<file path="config.mk">
export PLATFORM = sky130hd
export DESIGN_NAME = modport_counter_flat
export DESIGN_NICKNAME = d
export VERILOG_FILES = /design/src/rtl/modport_counter_if.sv /design/src/rtl/modport_counter.sv /design/src/flat_wrapper.sv
export SDC_FILE = /design/constraint.sdc
export NUM_CORES = 1
export LEC_CHECK = 0
export BUFFER_PORTS_ARGS = -buffer_cell sky130_fd_sc_hd__buf_2
export CORE_UTILIZATION = 45
export DETAILED_ROUTE_END_ITERATION = 12
export GPL_TIMING_DRIVEN = 1
export PLACE_DENSITY = 0.69
export SYNTH_ARGS = -nofsm -noshare
export SYNTH_HDL_FRONTEND = slang
export SYNTH_SLANG_ARGS = --single-unit
</file>
<file path="constraint.sdc">
create_clock -name clk -period 4.56 [get_ports clk]
set_input_delay 0.684 -clock clk [delete_from_list [all_inputs] [get_ports clk]]
set_output_delay 0.684 -clock clk [all_outputs]
set_load 0.005 [all_outputs]
</file>
<file path="src/rtl/modport_counter_if.sv">
// Bus bundle for the 16-bit up/down counter: load/mode/data controls in, count out.
// The controller side takes the master modport and the counter takes the slave modport.
interface modport_counter_if;
    logic [15:0] data_in;
    logic        load;
    logic        mode;
    logic [15:0] data_out;

    modport master (
        output data_in,
        output load,
        output mode,
        input  data_out
    );

    modport slave (
        input  data_in,
        input  load,
        input  mode,
        output data_out
    );
endinterface

</file>
<file path="src/rtl/modport_counter.sv">
// 16-bit loadable up/down counter. Load beats count, reset clears asynchronously,
// and the output comes straight from the count register.
module modport_counter (
    input  logic               clk,
    input  logic               reset,
    modport_counter_if.slave   bus
);

    logic [15:0] count_q;
    logic [15:0] count_d;

    // There is no hold state: with load low the counter steps every cycle in the mode direction.
    always_comb begin
        count_d = count_q;
        if (bus.load) begin
            count_d = bus.data_in;
        end else if (bus.mode) begin
            count_d = count_q + 16'd1;
        end else begin
            count_d = count_q - 16'd1;
        end
    end

    always_ff @(posedge clk or negedge reset) begin
        if (!reset) begin
            count_q <= 16'h0000;
        end else begin
            count_q <= count_d;
        end
    end

    assign bus.data_out = count_q;

endmodule

</file>
<file path="src/flat_wrapper.sv">
// flat-port wrapper written by rule: the top's interface ports become plain ports
module modport_counter_flat 
  (clk, reset, bus_data_in, bus_load, bus_mode, bus_data_out);
  modport_counter_if bus_i ();
  input  logic clk;
  input  logic reset;
  input wire logic [$bits(bus_i.data_in)-1:0] bus_data_in;
  input wire logic [$bits(bus_i.load)-1:0] bus_load;
  input wire logic [$bits(bus_i.mode)-1:0] bus_mode;
  output wire logic [$bits(bus_i.data_out)-1:0] bus_data_out;
  assign bus_i.data_in = bus_data_in;
  assign bus_i.load = bus_load;
  assign bus_i.mode = bus_mode;
  assign bus_data_out = bus_i.data_out;
  modport_counter u_core (.clk(clk), .reset(reset), .bus(bus_i));
endmodule
</file>
# == Word level (Yosys, flattened, before mapping) ==
# Cells that the tools add are included.
# classes
add_sub_neg,2
muxes,2
# op_table
op,count
16-bit two-way mux,2
16-bit by 1-bit adder with 16-bit output (second input constant),1
16-bit by 1-bit subtractor with 16-bit output (second input constant),1
# word_totals
regBits,16
inputBits,20
out_inout_bits,16
wordCells,5

# == Logic depth before layout (Yosys ltp) ==
# depth
word_depth,3
depth_mapped,8

# == Worst setup path after synthesis ==
# Ideal clock, no wire load.
# synth_path
path_kind,in2reg
start,input bus_mode
end,register u_core.count_q[13] (netlist: u_core.bus.data_out[13])
setup_time_ps,73
arrival_ps,2301
t_required_ps,4487
setup_slack_ps,2186
path_stages,7
path_buffers,0
cell_sequence,inv_1 -> ha_1 -> a211oi_2 -> o21ai_2 -> a41oi_2 -> mux2_4 -> a21oi_2
# synth_between
elab_chain_len,2
# synth_rtl
item,line_no,text
from (decl),flat_wrapper.sv:9,input wire logic [$bits(bus_i.mode)-1:0] bus_mode;
16-bit two-way mux,modport_counter.sv:17,end else if (bus.mode) begin
16-bit two-way mux,modport_counter.sv:15,if (bus.load) begin
via u_core.count_d[13],modport_counter.sv:10,logic [15:0] count_d;
to (signal assigned),modport_counter.sv:28,count_q <= count_d;
to (decl),modport_counter.sv:9,logic [15:0] count_q;
# The timed path passes the listed nets, and every way through them passes these cells.

# == Final worst setup path ==
# layout_path
start,input bus_mode
end,register u_core.count_q[15] (netlist: u_core.bus.data_out[15])
# Same word-level chain as after synthesis.

==> metrics <==
R2R setup slack 2.37 ns; WS Path Type in -> reg; worst-path cell chain buf_2 > inv_1 > ha_1 > a21oi_1 > o21ai_0 > a2111oi_0 > o2bb2ai_1 > a21oi_1; Worst Reg-to-Reg Cells 7; CTS tree done; CP required 4.74 ns; Worst Hold Class in -> async; Finished Cell Area 1659 um2; WL final 3440 um; Async S/R FF share, synth 100.0%; # diodes 0; combinational share of power 64.3%; Synth area leaders dfrtp_1, ha_1, nand2_1; Sink Count 16; nets 238; Post-CTS Hold Buffers 0; Die Y 58.28 um; Worst path most repeated cell a21oi_1; GRT Residual Overflow 0; Crit path largest cell delay 0.44 ns; Resized cells post-CTS 0; Cell Area, Placed 1623 um2; dpl cells 242; Slew Limit Fails 0; Seq/Total Area, Yosys 28.09%; clk_lat worst skew 0.30 ns; Root Driver clkbuf_4; vias in the first global route 1288; post-synth top area cell dfrtp_1; Critical path origin bus_mode; Final Hold Fails 0; Psw 0.4207 mW; clock tree buffer depth 2; Syn Area/Cell 8.433 um2; status finished, final reports clean; vias 1417; CP bufs+invs 2; worst r2r src u_core.bus.data_out[0]; fin util 54.79%; GRT Overall Usage 22.00%; Setup violations, final 0; GPL Wtd Cong 0.9023; RSZ-0062 raised after global routing false; largest net degree at the start of global routing 33; post-synth top area share 28.09%; min Tclk post-route 2.537 ns; crit-path max FO 14; Post-synth EDFFs 0; Max rail drop VDD 241.5 uV; die extent in x 58.28 um; max_cap viols 0; CP Launch Type input port; DR pass1 iterations 4; initial antenna violation count 0; Largest register FFs 16; synth-to-layout area growth 16.42%; #FFs+latches synth 16; row cnt 20; Crit path arrival time 2.72 ns; Sw Share 46.26%; Initial Util 47.07%; setup_tns 0 ns; clock skew 0.01209 ns; Max Freq 394.1 MHz; top cells by count, synth nand2_1, o21ai_0, dfrtp_1; Antenna Nets Post-Route 0; Net Count, Synth 204; H-Tree Depth 1; Setup crit end u_core.bus.data_out[15]; Worst Tran Pin Value 0.5150 ns; Crit path depth 8; core area 3028 um2; Worst path slowest cell ha_1; Yosys cell types 46; Critical Path Sink Type flop; clock buffer count from CTS 3; leak pwr 0.7655 nW; Cell Area, Synth 1425 um2; first-pass GRT wire length 5692 um; Max-slew headroom 65.63%; Synth Flop Type dfrtp_1; Power Dens Cells 548.2 nW/um2; Internal Pwr Total 0.4887 mW; Final Non-Filler Cells 246; PortBufs 35; worst reg2reg endpoint u_core.bus.data_out[14]; Post-DP HPWL 2639 um; vias per std cell 5.760; Final period util 55.65%; Clock transition at path regs 0.11 ns; Mapped Cells 169; most common cell in the netlist nand2_1; DRC errors left 0; clock power share 11.2%; register share of total power 24.5%; total setup buffers inserted after CTS 0; synth warn 0; cell family with the largest share of critical-path delay compound AO/OA/AOI/OAI gates; Detailed Route Iter0 Violations 105; Die ar. 3396 um2; wire per inst 13.98 um; share of layout cells above drive strength 1 23.27%; I/O pin count 36; overall power 0.9095 mW
[power by group through the flow]
stage	Combinational, mW	Sequential (mW)	Clock (mW)
finish	0.585	0.223	0.101
global route	0.650	0.230	0.107
CTS	0.578	0.225	0.103
detailed placement	0.572	0.228	0
global placement	0.558	0.225	0
floorplan	0.430	0.228	0
[cells in the final DEF (no fill, tap or decap), types with 2 or more instances in the layout]
cell | netlist | layout
inv_1 | 5 | 5
a21o_1 | 2 | 2
xnor2_1 | 3 | 3
o21a_1 | 2 | 2
o2bb2ai_1 | 2 | 2
nor3b_1 | 2 | 2
nand2_1 | 26 | 26
o31ai_1 | 2 | 2
dfrtp_1 | 16 | 16
o21ai_0 | 17 | 17
xor2_1 | 6 | 6
o21ai_1 | 2 | 2
nand3_1 | 4 | 4
nor3_1 | 4 | 4
a21oi_1 | 10 | 10
nor2_1 | 10 | 10
o211ai_1 | 3 | 3
mux2i_1 | 3 | 3
a31oi_1 | 2 | 2
o21bai_1 | 2 | 2
ha_1 | 14 | 14
clkbuf_4 | 0 | 3
nand4_1 | 2 | 2
and2_1 | 2 | 2
nor2b_1 | 2 | 2
a211oi_1 | 3 | 3
buf_2 | 1 | 35
[through the flow]
stage / hold WS [ns] / setup WS [ns]
after detailed placement: 0.5857 / 1.753
after global placement: 0.5481 / 1.809
after floorplan: 0.3884 / 2.186
after CTS: 0.2941 / 2.048
final: 0.2789 / 2.023
after global routing: 0.3029 / 1.896
[metal layers]
layer	vias up	global-route usage (%)	part of all wire, %
li1	693	-	-
met1	652	28.27	44
met2	65	37.93	49
met3	7	2.455	5.7
met4	0	8.163	1.3
met5	-	0	0
[layout make-up]
| class | instances | area (um2) |
|---|---|---|
| clock buffers | 4 | 36.28 |
| fillers | 285 | 1369 |
| inverters | 5 | 18.77 |
| multi-input cells | 142 | 973.4 |
| flip-flops and latches | 16 | 400.4 |
| well taps | 44 | 55.05 |
| repair buffers | 35 | 175.2 |
[cell families after synthesis]
kind of cell	Yosys count	synth area share [%]
flops	16	28.09
compound gates	59	28.53
simple gates	55	17.38
xor+xnor	9	5.531
buf+inv	11	3.599
mux	4	3.160
fa+ha+maj	15	13.70
[how the worst min path moves through the flow]
stage / from / end
3_3_place_gp: u_core.bus.data_out[0] / u_core.bus.data_out[0]
4_1_cts: reset / u_core.bus.data_out[14]
5_1_grt: reset / u_core.bus.data_out[14]
6_report: reset / u_core.bus.data_out[14]
2_1_floorplan: reset / u_core.bus.data_out[0]
3_5_place_dp: u_core.bus.data_out[0] / u_core.bus.data_out[0]
No activity file was read; power rests on OpenSTA's default activity.
